`config.mk`:
```
export PLATFORM = sky130hd
export DESIGN_NAME = hr_dq_tx_gearbox_flat
export DESIGN_NICKNAME = d
export VERILOG_FILES = /design/src/rtl/hr_pkg.sv /design/src/rtl/hr_dq_tx_gearbox_if.sv /design/src/rtl/hr_sync_fifo.sv /design/src/rtl/hr_dq_tx_gearbox.sv /design/src/flat_wrapper.sv
export SDC_FILE = /design/constraint.sdc
export NUM_CORES = 1
export LEC_CHECK = 0
export CORE_ASPECT_RATIO = 0.5
export CORE_UTILIZATION = 57
export DETAILED_ROUTE_END_ITERATION = 16
export GPL_TIMING_DRIVEN = 0
export PLACE_DENSITY = 0.76
export SETUP_SLACK_MARGIN = 0.2
export SYNTH_ARGS = -nofsm -noshare
export SYNTH_HDL_FRONTEND = slang
export SYNTH_SLANG_ARGS = --single-unit
```
`constraint.sdc`:
```
create_clock -name clk -period 3.8 [get_ports clk]
set_clock_uncertainty 0.2 [all_clocks]
set_input_delay 0.38 -clock clk [delete_from_list [all_inputs] [get_ports clk]]
set_output_delay 0.38 -clock clk [all_outputs]
set_load 0.02 [all_outputs]
```
`src/rtl/hr_pkg.sv`:
```
// Shared widths, FSM state and FIFO entry layout for the HyperRAM DQ write gearbox.
package hr_pkg;

  localparam int HR_DQ_W    = 8;
  localparam int HR_WORD_W  = 32;
  localparam int HR_MASK_W  = HR_WORD_W / HR_DQ_W;

  typedef enum logic {
    IDLE,
    SEND
  } state_t;

  typedef struct packed {
    logic [HR_WORD_W-1:0] data;
    logic [HR_MASK_W-1:0] mask;
    logic                 last;
  } fifo_entry_t;

endpackage

```
`src/rtl/hr_dq_tx_gearbox_if.sv`:
```
// Write-word stream from the controller into the DQ gearbox.
interface hr_dq_tx_gearbox_if;
  import hr_pkg::*;

  logic                 s_valid;
  logic                 s_ready;
  logic [HR_WORD_W-1:0] s_data;
  logic [HR_MASK_W-1:0] s_mask;
  logic                 s_last;

  modport master (output s_valid, s_data, s_mask, s_last, input s_ready);
  modport slave  (input s_valid, s_data, s_mask, s_last, output s_ready);

endinterface

```
`src/rtl/hr_sync_fifo.sv`:
```
// Synchronous FIFO; pointers carry one extra wrap bit so full/empty/count come from pointer math.
module hr_sync_fifo #(
  parameter int DEPTH = 4,
  parameter int WIDTH = 37
) (
  input  logic                   clk,
  input  logic                   reset,
  input  logic                   push,
  input  logic [WIDTH-1:0]       wdata,
  input  logic                   pop,
  output logic [WIDTH-1:0]       rdata,
  output logic                   full,
  output logic                   empty,
  output logic [$clog2(DEPTH):0] count
);

  localparam int AW = $clog2(DEPTH);

  logic [WIDTH-1:0] mem [DEPTH];
  logic [AW:0]      wr_ptr;
  logic [AW:0]      rd_ptr;
  logic             do_push;
  logic             do_pop;

  assign full    = (wr_ptr[AW] != rd_ptr[AW]) && (wr_ptr[AW-1:0] == rd_ptr[AW-1:0]);
  assign empty   = (wr_ptr == rd_ptr);
  assign count   = wr_ptr - rd_ptr;
  assign do_push = push && !full;
  assign do_pop  = pop && !empty;
  assign rdata   = mem[rd_ptr[AW-1:0]];

  always_ff @(posedge clk or posedge reset) begin
    if (reset) begin
      wr_ptr <= '0;
      rd_ptr <= '0;
    end else begin
      if (do_push) wr_ptr <= wr_ptr + (AW+1)'(1);
      if (do_pop)  rd_ptr <= rd_ptr + (AW+1)'(1);
    end
  end

  // Storage is left unreset; entries are only read once the pointers say they are valid.
  always_ff @(posedge clk) begin
    if (do_push) mem[wr_ptr[AW-1:0]] <= wdata;
  end

endmodule

```
`src/rtl/hr_dq_tx_gearbox.sv`:
```
// Splits buffered 32-bit write words into two rise/fall DQ byte pairs per word for the
// SAME_EDGE ODDRs, with RWDS byte masks, DQ output enable and masked filler on underrun.
module hr_dq_tx_gearbox
  import hr_pkg::*;
#(
  parameter int DEPTH = 4,
  parameter int PRIME = 1
) (
  input  logic                clk,
  input  logic                reset,
  hr_dq_tx_gearbox_if.slave   wr,
  output logic [HR_DQ_W-1:0]  dq_ris,
  output logic [HR_DQ_W-1:0]  dq_fal,
  output logic                rwds_ris,
  output logic                rwds_fal,
  output logic                dq_oe,
  output logic                busy,
  output logic                underrun,
  input  logic                clr_underrun
);

  localparam int AW = $clog2(DEPTH);
  localparam logic [AW:0] PRIME_CNT = PRIME[AW:0];

  state_t      state;
  logic        phase;
  fifo_entry_t wentry;
  fifo_entry_t head;
  logic [AW:0] count;
  logic [AW:0] last_cnt;
  logic        full;
  logic        empty;
  logic        push;
  logic        pop;
  logic        start;

  assign wr.s_ready = !full;
  assign push       = wr.s_valid && !full;
  assign pop        = (state == SEND) && phase && !empty;
  assign wentry     = '{data: wr.s_data, mask: wr.s_mask, last: wr.s_last};
  assign start      = (count >= PRIME_CNT) || (last_cnt != '0);
  assign busy       = (state != IDLE) || !empty;

  hr_sync_fifo #(
    .DEPTH (DEPTH),
    .WIDTH ($bits(fifo_entry_t))
  ) u_fifo (
    .clk   (clk),
    .reset (reset),
    .push  (push),
    .wdata (wentry),
    .pop   (pop),
    .rdata (head),
    .full  (full),
    .empty (empty),
    .count (count)
  );

  // Number of buffered words flagged last, so a short burst can start below PRIME.
  always_ff @(posedge clk or posedge reset) begin
    if (reset) begin
      last_cnt <= '0;
    end else begin
      case ({push && wentry.last, pop && head.last})
        2'b10:   last_cnt <= last_cnt + (AW+1)'(1);
        2'b01:   last_cnt <= last_cnt - (AW+1)'(1);
        default: last_cnt <= last_cnt;
      endcase
    end
  end

  always_ff @(posedge clk or posedge reset) begin
    if (reset) begin
      state    <= IDLE;
      phase    <= 1'b0;
      dq_ris   <= '0;
      dq_fal   <= '0;
      rwds_ris <= 1'b0;
      rwds_fal <= 1'b0;
      dq_oe    <= 1'b0;
      underrun <= 1'b0;
    end else begin
      dq_ris   <= '0;
      dq_fal   <= '0;
      rwds_ris <= 1'b0;
      rwds_fal <= 1'b0;
      dq_oe    <= 1'b0;
      if (clr_underrun) underrun <= 1'b0;
      case (state)
        IDLE: begin
          phase <= 1'b0;
          if (start) state <= SEND;
        end
        SEND: begin
          if (!phase) begin
            // Word boundary with nothing buffered: drive a fully masked filler beat.
            if (empty) begin
              dq_oe    <= 1'b1;
              rwds_ris <= 1'b1;
              rwds_fal <= 1'b1;
              underrun <= 1'b1;
            end else begin
              dq_ris   <= head.data[31:24];
              dq_fal   <= head.data[23:16];
              rwds_ris <= head.mask[3];
              rwds_fal <= head.mask[2];
              dq_oe    <= 1'b1;
              phase    <= 1'b1;
            end
          end else begin
            dq_ris   <= head.data[15:8];
            dq_fal   <= head.data[7:0];
            rwds_ris <= head.mask[1];
            rwds_fal <= head.mask[0];
            dq_oe    <= 1'b1;
            phase    <= 1'b0;
            if (head.last) state <= IDLE;
          end
        end
        default: state <= IDLE;
      endcase
    end
  end

endmodule

```
`src/flat_wrapper.sv`:
```
// flat-port wrapper written by rule: the top's interface ports become plain ports
module hr_dq_tx_gearbox_flat import hr_pkg::*;
#(
  parameter int DEPTH = 4,
  parameter int PRIME = 1
)
  (clk, reset, dq_ris, dq_fal, rwds_ris, rwds_fal, dq_oe, busy, underrun, clr_underrun, wr_s_valid, wr_s_data, wr_s_mask, wr_s_last, wr_s_ready);
  hr_dq_tx_gearbox_if wr_i ();
  input  logic clk;
  input  logic reset;
  output logic [HR_DQ_W-1:0] dq_ris;
  output logic [HR_DQ_W-1:0] dq_fal;
  output logic rwds_ris;
  output logic rwds_fal;
  output logic dq_oe;
  output logic busy;
  output logic underrun;
  input  logic clr_underrun;
  input wire logic [$bits(wr_i.s_valid)-1:0] wr_s_valid;
  input wire logic [$bits(wr_i.s_data)-1:0] wr_s_data;
  input wire logic [$bits(wr_i.s_mask)-1:0] wr_s_mask;
  input wire logic [$bits(wr_i.s_last)-1:0] wr_s_last;
  output wire logic [$bits(wr_i.s_ready)-1:0] wr_s_ready;
  assign wr_i.s_valid = wr_s_valid;
  assign wr_i.s_data = wr_s_data;
  assign wr_i.s_mask = wr_s_mask;
  assign wr_i.s_last = wr_s_last;
  assign wr_s_ready = wr_i.s_ready;
  hr_dq_tx_gearbox #(.DEPTH(DEPTH), .PRIME(PRIME)) u_core (.clk(clk), .reset(reset), .wr(wr_i), .dq_ris(dq_ris), .dq_fal(dq_fal), .rwds_ris(rwds_ris), .rwds_fal(rwds_fal), .dq_oe(dq_oe), .busy(busy), .underrun(underrun), .clr_underrun(clr_underrun));
endmodule
```
## Word level (Yosys, flattened, before mapping)

Memory sizes are Yosys's and may differ from the RTL's.
Cells that the tools add are included.

- Flip-flop bits (word level): 31
- Output and inout port bits: 22
- RAM bits: 148
- Logic and storage cells: 65
- Memories: 1
- Bits of input ports: 41

Memory list:

| memory | depth | bits a word | read ports | clocked after memory_dff | write ports | RTL line | text |
|---|---|---|---|---|---|---|---|
| u_core.u_fifo.mem | 4 | 37 | 1 | 0 | 1 | hr_sync_fifo.sv:19 | `logic [WIDTH-1:0] mem [DEPTH];` |

- Bitwise gates (word level): 1
- Eq/ne operators: 5
- Order comparisons: 1
- Muxes and demuxes: 27
- Reductions and logical operators: 14
- $add $sub $neg: 5

Operators by type and width:

| kind | count |
|---|---|
| two-way mux 8 bit | 6 |
| two-way mux 1 bit | 18 |
| adder 3 x 1 -> 3 bit (second input constant) | 3 |
| logical AND 1 bit | 8 |
| one-hot mux 3 bit (2 select lines) | 1 |
| one-hot mux 1 bit (2 select lines) | 2 |
| == test 3 bit | 1 |
| >= comparator 3 x 1 -> 1 bit (second input constant) | 1 |
| nonzero test 3 bit | 1 |
| subtractor 3 x 1 -> 3 bit (second input constant) | 1 |
| subtractor 3 bit | 1 |
| == test 2 x 1 -> 1 bit (second input constant) | 1 |
| == test 2 bit | 1 |
| == test 2 bit (second input constant) | 1 |
| zero test 1 bit | 2 |
| logical OR 1 bit | 2 |
| nonzero test 2 bit | 1 |
| != test 1 bit | 1 |
| inverter 1 bit | 1 |

## Logic depth before layout (Yosys ltp)

Gate-level depths: netlist of the first run.

- Word-level depth: 7
- Gate-level depth with buffers: 12
- Depth with buffers taken out: 10

## Cells and area by module

Synthesis of the first run repeated with hierarchy kept, for this count alone.

- Cells, all modules: 309
- Area, all modules: 6795.3 µm²

By module, submodules not included:

| module | cells an instance | sequential area each (µm²) | times used | area each (µm²) |
|---|---|---|---|---|
| hr_sync_fifo | 239 | 4594.4 | 1 | 5799.3 |
| hr_dq_tx_gearbox | 70 | 625.6 | 1 | 996.0 |

## Worst setup path before layout of the first run

OpenSTA, ideal clock, no wires.

- Path type: flip-flop to flip-flop
- From: register u_core.u_fifo.rd_ptr[1]
- To: memory u_core.u_fifo.mem[0][0] (enable)
- Clock period less this slack: 3.135 ns
- Path slack: 0.665 ns
- Cell stages (with the launch flop): 8
- Required time: 3.202 ns
- Arrival time: 2.537 ns
- Setup time: 0.398 ns
- Buffers on the path: 2
- Path through: dfrtp_1 > buf_2 > clkbuf_1 > inv_1 > ha_1 > nand2_1 > o21a_2 > and2_1

- Cells in the longest elaborated chain, start to end: 7

Ends and longest elaborated chain:

| element | RTL line | text |
|---|---|---|
| start, declared | hr_sync_fifo.sv:21 | `logic [AW:0] rd_ptr;` |
| start signal, assigned | hr_sync_fifo.sv:38 | `if (do_pop) rd_ptr <= rd_ptr + (AW+1)'(1);` |
| == test 2 bit (*) | hr_sync_fifo.sv:25 | `assign full = (wr_ptr[AW] != rd_ptr[AW]) && (wr_ptr[AW-1:0] == rd_ptr[AW-1:0]);` |
| logical AND 1 bit (*) | hr_sync_fifo.sv:25 |  |
| zero test 1 bit (*) | hr_sync_fifo.sv:28, hr_dq_tx_gearbox.sv:38 |  |
| logical AND 1 bit | hr_dq_tx_gearbox.sv:38 | `assign push = wr.s_valid && !full;` |
| logical AND 1 bit (*) | hr_sync_fifo.sv:28 | `assign do_push = push && !full;` |
| two-way mux 1 bit (*) | hr_sync_fifo.sv:44 | `if (do_push) mem[wr_ptr[AW-1:0]] <= wdata;` |
| two-way mux 1 bit (not written as such) (*) | hr_sync_fifo.sv:44 |  |
| end, declared | hr_sync_fifo.sv:19 |  |

Every way passes the cells marked *; elsewhere a longest branch is shown, timed or not.

## Final worst setup path of the first run

- From: register u_core.u_fifo.rd_ptr[1]
- To: output busy

- Cells in the longest elaborated chain, start to end: 3

Ends and longest elaborated chain:

| element | RTL line | text |
|---|---|---|
| == test 3 bit | hr_sync_fifo.sv:26 | `assign empty = (wr_ptr == rd_ptr);` |
| zero test 1 bit | hr_dq_tx_gearbox.sv:42 | `assign busy = (state != IDLE) \|\| !empty;` |
| logical OR 1 bit | hr_dq_tx_gearbox.sv:42 |  |
| end, declared | flat_wrapper.sv:16 | `output logic busy;` |

Every way passes these cells.

==> flow_summary.yaml, run 1 <==
run_status:
  status: "finished, final reports clean"
layout:
  drive_gt1_share_pct: 24.5
  multiInputGateArea_mm2: 0.00146
  syn_to_final_growth_pct: 21.8
  final_common_cell: "edfxtp_1"
  antenna_cells: 0
  nNetsFinal: 438
  area.sequential_mm2: 0.00522
  fill_cells: 665
  layout_common_cells: "edfxtp_1, clkdlybuf4s50_1, mux4_2"
  fin_util_pct: 73.2
logic_synthesis:
  synth_cells: 304
  synth-async-reset-ratio_pct: 17.3
  syn_area_per_cell_um2: 22.3
  ys_ff_latch: 179
  ys.flop_type: "edfxtp_1"
  yosysSeqAreaShare_pct: 77.0
  yosysWarnings: 0
  synthesis.area_mm2: 0.00678
  synth_cell_types: 36
  synth_nets: 355
  synth-edff-count: 148
global_route:
  grt_pass1_vias: 3435
  grt_first_pass_wirelength_um: 19400
  grt_overflow_total: 0
  grt_usage_pct: 22.6
  antenna_found_initial: 0
  grt_max_degree: 38
timing:
  maxSlewViolCount: 0
  hold_slack_ns: 0.207
  slew_headroom_pct: 36.7
  hold_violations: 0
  worst_slack_ns: 0.460
  max_freq_mhz: 299
  setup_viol: 0
  period_needed_ns: 3.34
  rsz0062_at_grt: "false"
  period_share_pct: 87.9
  worstMarginPinSlew_ns: 0.949
clock_tree:
  cts_hold_buf: 0
  cts_tree: "built"
  path_clk_slew_ns: 0.07
  ctsRootBufferMaster: "clkbuf_16"
  cts_made_buffers: 17
  clk_path_buf_depth: 2
  clk_latency_ns: 0.43
  cts.sinks: 179
  post_cts_resize_count: 0
  htreeDepth: 4
  post_cts.repair.setup_buffers: 0
pwr:
  leakage_nw: 2.85
  ir_drop_v: 0.000382
  powerDensity_mw_per_mm2: 847
floorplanning:
  fp.dieH_um: 79.1
  chipWidth_um: 156
  dieArea_mm2: 0.0124
  io_pins: 63
  start_util_pct: 60.0
  core_area_mm2: 0.0113
  rows: 27
placed_design:
  place_ws_ns: 0.258
  portBuffers: 62
  dpl.hpwl_um: 7390
  place_congestion: 0.733
routing:
  postRouteAntennaNets: 0
  drt-met1-wl_um: 5140
  dr.pass1.iters: 4
  vias_per_cell: 5.80
  met3WireLength_um: 808
  drc: 0
  wl_um: 12300
  vias: 3242
  dr_wl_met2_um: 6180
  wl_per_cell_um: 22.0
  drtIter0Drc: 180
  routed.top_layer: "met4"
critical_path:
  critPathKind: "reg2out"
  cp-end-kind: "primary output"
  ff2ff_setup_slack_ns: 0.64
  cp_data_required_time_ns: 3.22
  worstSetupStartpointType: "register"
  path_max_fanout: 16
  arrival_ns: 2.76
min_path:
  worst_hold_path_type: "in2async"
flow_run:
  max_cap_viol_count: 0
==> flip-flops by register name, summed over array words and instances (netlist names), 3 cells and up <==
name                  cells
u_core.dq_fal             8
u_core.dq_ris             8
u_core.last_cnt           3
u_core.u_fifo.mem       148
u_core.u_fifo.rd_ptr      3
u_core.u_fifo.wr_ptr      3
==> metal layers <==
layer / vias up / track usage, %
li1: 1415 / -
met4: 0 / 9.51
met2: 126 / 36.3
met1: 1686 / 30.7
met5: - / 0
met3: 15 / 4.91
==> synthesized netlist by cell type, types with 4 or more instances <==
| master | n | area, µm² |
|---|---|---|
| and2_1 | 4 | 25.0 |
| xnor2_1 | 7 | 61.3 |
| buf_2 | 5 | 25.0 |
| a211oi_1 | 4 | 30.0 |
| dfrtp_1 | 31 | 776 |
| inv_1 | 6 | 22.5 |
| ha_1 | 8 | 100 |
| mux2_2 | 4 | 45.0 |
| a22o_2 | 4 | 40.0 |
| edfxtp_1 | 148 | 4440 |
| mux4_2 | 35 | 788 |
| a22o_1 | 12 | 105 |
==> worst max-delay path, stage by stage (launching register included) <==
cell and delay, ns:
dfrtp_1 0.40, buf_2 0.35, inv_1 0.08, ha_1 0.40
nand2_1 0.18, or3_1 0.34, clkdlybuf4s50_1 0.56
==> through the flow <==
step / total power [mW] / cells / cell area (µm²) / setup TNS [ns]
floorplan: 4.48 / 304 / 6780 / 0
global placement: 5.16 / 525 / 7590 / -36.17
detailed placement: 5.29 / 528 / 7660 / 0
CTS: 7.06 / 559 / 8250 / 0
global route: 7.31 / 559 / 8250 / 0
finish: 6.99 / 559 / 8250 / 0
==> worst paths after layout <==
path	start	end	depth (start not counted)
max in group asynchronous	reset	u_core.phase	2
min in group clk	u_core.last_cnt[2]	u_core.last_cnt[2]	1
worst max-delay path	u_core.u_fifo.rd_ptr[1]	busy	6
worst min register to register	u_core.last_cnt[2]	u_core.last_cnt[2]	1
worst max register to register	u_core.u_fifo.rd_ptr[1]	u_core.last_cnt[2]	11
worst min-delay path	reset	u_core.dq_ris[1]	2
==> power by group <==
| group | internal (mW) | switching, mW | total, mW |
|---|---|---|---|
| clock | 0.957 | 0.799 | 1.76 |
| sequential | 2.70 | 0.187 | 2.88 |
| combinational | 1.12 | 1.23 | 2.35 |
| total | 4.77 | 2.22 | 6.99 |
==> final cells by class <==
| type | count | share of cell area [%] |
|---|---|---|
| clock inverters | 14 | 1.94 |
| flip-flops and latches | 179 | 63.2 |
| plain buffers | 11 | 0.894 |
| multi-input cells | 107 | 17.7 |
| clock buffers | 18 | 5.32 |
| well taps | 159 | 2.41 |
| inverters | 6 | 0.273 |
| repair buffers | 65 | 8.25 |
==> cells by family after synthesis <==
group,count (synthesis),share of synthesized area [%]
buffers and inverters,18,1.48
muxes,40,12.5
DFF,179,77.0
AOI/OAI and AO/OA,31,4.04
and+or+nand+nor,16,1.33
adders and majority gates,10,2.07
xor gates and xnor gates,10,1.51
Power figures use the tool's default switching activity.
==> run 2: changes to the inputs <==
- GPL_ROUTABILITY_DRIVEN: unset -> 0
==> results of run 2 <==
The final DEF is identical to that of run 1; final timing and power are the same.
==> run 3: changes to the inputs <==
- ABC_CLOCK_PERIOD_IN_PS: unset -> 3800
- SLEW_MARGIN: unset -> 20
==> run 3 against run 2 <==
Effect of this change:
- non-clock buffer count rose by 1
- die area did not move
- first-iteration DRC count up 3.9%
- hold slack better by 0.025 ns
- design area increased by 1.1%
- clock power grew 10%
- cell count unchanged
- sequential cell count stayed put
- combinational power increased by 2%
- via count about the same
- largest cell class unchanged
- routed wire length grew 3.3%
- register-to-register slack got worse by 0.05 ns
==> flow_summary.yaml, run 3 (same netlist as run 1, synthesis figures left out) <==
run_status:
  status: "finished, final reports clean"
timing:
  hold_violations: 0
  slew_headroom_pct: 48.5
  worstMarginPinSlew_ns: 0.771
  max_freq_mhz: 299
  period_needed_ns: 3.35
  maxSlewViolCount: 0
  hold_slack_ns: 0.232
  rsz0062_at_grt: "false"
  period_share_pct: 88.1
  setup_viol: 0
pwr:
  leakage_nw: 2.88
  power.total_mw: 7.22
  clkPwrFrac_pct: 26.8
  powerDensity_mw_per_mm2: 865
  power.internal_mw: 5.08
  switching_share_pct: 29.6
  seqPwrFrac_pct: 40.1
  switchingPower_mw: 2.13
  combPwrFrac_pct: 33.1
  ir_drop_v: 0.000382
clock_tree:
  htreeDepth: 4
  post_cts.repair.setup_buffers: 0
  cts_made_buffers: 17
  cts.sinks: 179
  cts_hold_buf: 0
  ctsRootBufferMaster: "clkbuf_16"
  path_clk_slew_ns: 0.06
  clk_path_buf_depth: 2
  clk_latency_ns: 0.42
  post_cts_resize_count: 0
  cts_tree: "built"
min_path:
  worst_hold_path_type: "in2async"
floorplanning:
  core_area_mm2: 0.0113
  dieArea_mm2: 0.0124
  start_util_pct: 60.0
  chipWidth_um: 156
  io_pins: 63
  rows: 27
  fp.dieH_um: 79.1
layout:
  drive_gt1_share_pct: 23.8
  layout_common_cells: "edfxtp_1, clkdlybuf4s50_1, mux4_2"
  fin_util_pct: 74.0
  antenna_cells: 0
  largest_reg_flops: 148
  nNetsFinal: 439
  final_common_cell: "edfxtp_1"
  syn_to_final_growth_pct: 23.2
critical_path:
  path_max_fanout: 16
  ff2ff_setup_slack_ns: 0.59
  worstSetupStartpointType: "register"
  arrival_ns: 2.77
  cp_data_required_time_ns: 3.22
  crit_path_start: "u_core.u_fifo.rd_ptr[1]"
  r2r_start: "u_core.u_fifo.rd_ptr[1]"
  r2r-end: "u_core.last_cnt[2]"
  critPathKind: "reg2out"
  worstRegToRegCells: 11
  cp-end-kind: "primary output"
global_route:
  grt_pass1_vias: 3490
  grt_usage_pct: 23.0
  grt_max_degree: 32
  grt_use_met1_pct: 30.8
  antenna_found_initial: 0
  use_met3_pct: 6.22
  grt_overflow_total: 0
  grt_first_pass_wirelength_um: 19900
  use_met2_pct: 37.5
  top_usage_layer: "met2"
placed_design:
  portBuffers: 62
  dpl.hpwl_um: 7640
routing:
  dr.pass1.iters: 4
  wl_um: 12700
  wl_per_cell_um: 22.7
  postRouteAntennaNets: 0
  drc: 0
  vias: 3245
  drtIter0Drc: 187
  vias_per_cell: 5.81
flow_run:
  max_cap_viol_count: 0
-- run 3: worst max path at each step --
stage                          endpoint  slack (ns)  cells past startpoint
3_5_place_dp         u_core.last_cnt[2]        0.24                     12
2_1_floorplan   u_core.u_fifo.mem[0][0]        0.67                      7
4_1_cts                            busy        0.44                      6
3_3_place_gp   u_core.u_fifo.mem[1][12]       -0.34                      7
6_report                           busy        0.45                      6
5_1_grt                            busy        0.28                      6
-- run 3: metal layers --
| metal | part of all wire [%] | vias up |
|---|---|---|
| met5 | 0 | - |
| met4 | 1.5 | 0 |
| met3 | 5.6 | 21 |
| met2 | 49 | 114 |
| met1 | 44 | 1692 |
| li1 | - | 1418 |
-- run 3: worst max-delay path, stage by stage, from the launching register on --
cell and delay, ns:
dfrtp_1 0.40, buf_2 0.35, inv_1 0.09, ha_1 0.41, nand2_1 0.19, or3_1 0.35, clkdlybuf4s50_1 0.56
-- run 3: power groups by stage --
stage                     clock network (mW)  registers (mW)  logic, mW
final                                   1.94            2.89       2.39
after global routing                    2.03            2.94       2.58
after CTS                               1.95            2.90       2.43
after detailed placement                   0            2.92       2.39
after global placement                     0            2.91       2.25
after floorplan                            0            3.00       1.48
-- run 3: through the flow --
step,TNS (ns),area [µm²],cells,worst slack (ns)
5_1_grt,0,8350,559,0.281
4_1_cts,0,8350,559,0.440
2_1_floorplan,0,6780,304,0.665
6_report,0,8350,559,0.452
3_3_place_gp,-36.17,7590,525,-0.344
3_5_place_dp,0,7690,529,0.238
-- run 3: cell type report --
type                    count  area [µm²]
clock buffers              21         450
plain buffers              11        73.8
clock inverters            10         206
inverters                   6        22.5
repair buffers             66         716
fillers                   645        2940
flip-flops and latches    179        5220
multi-input cells         107        1460
well taps                 159         199
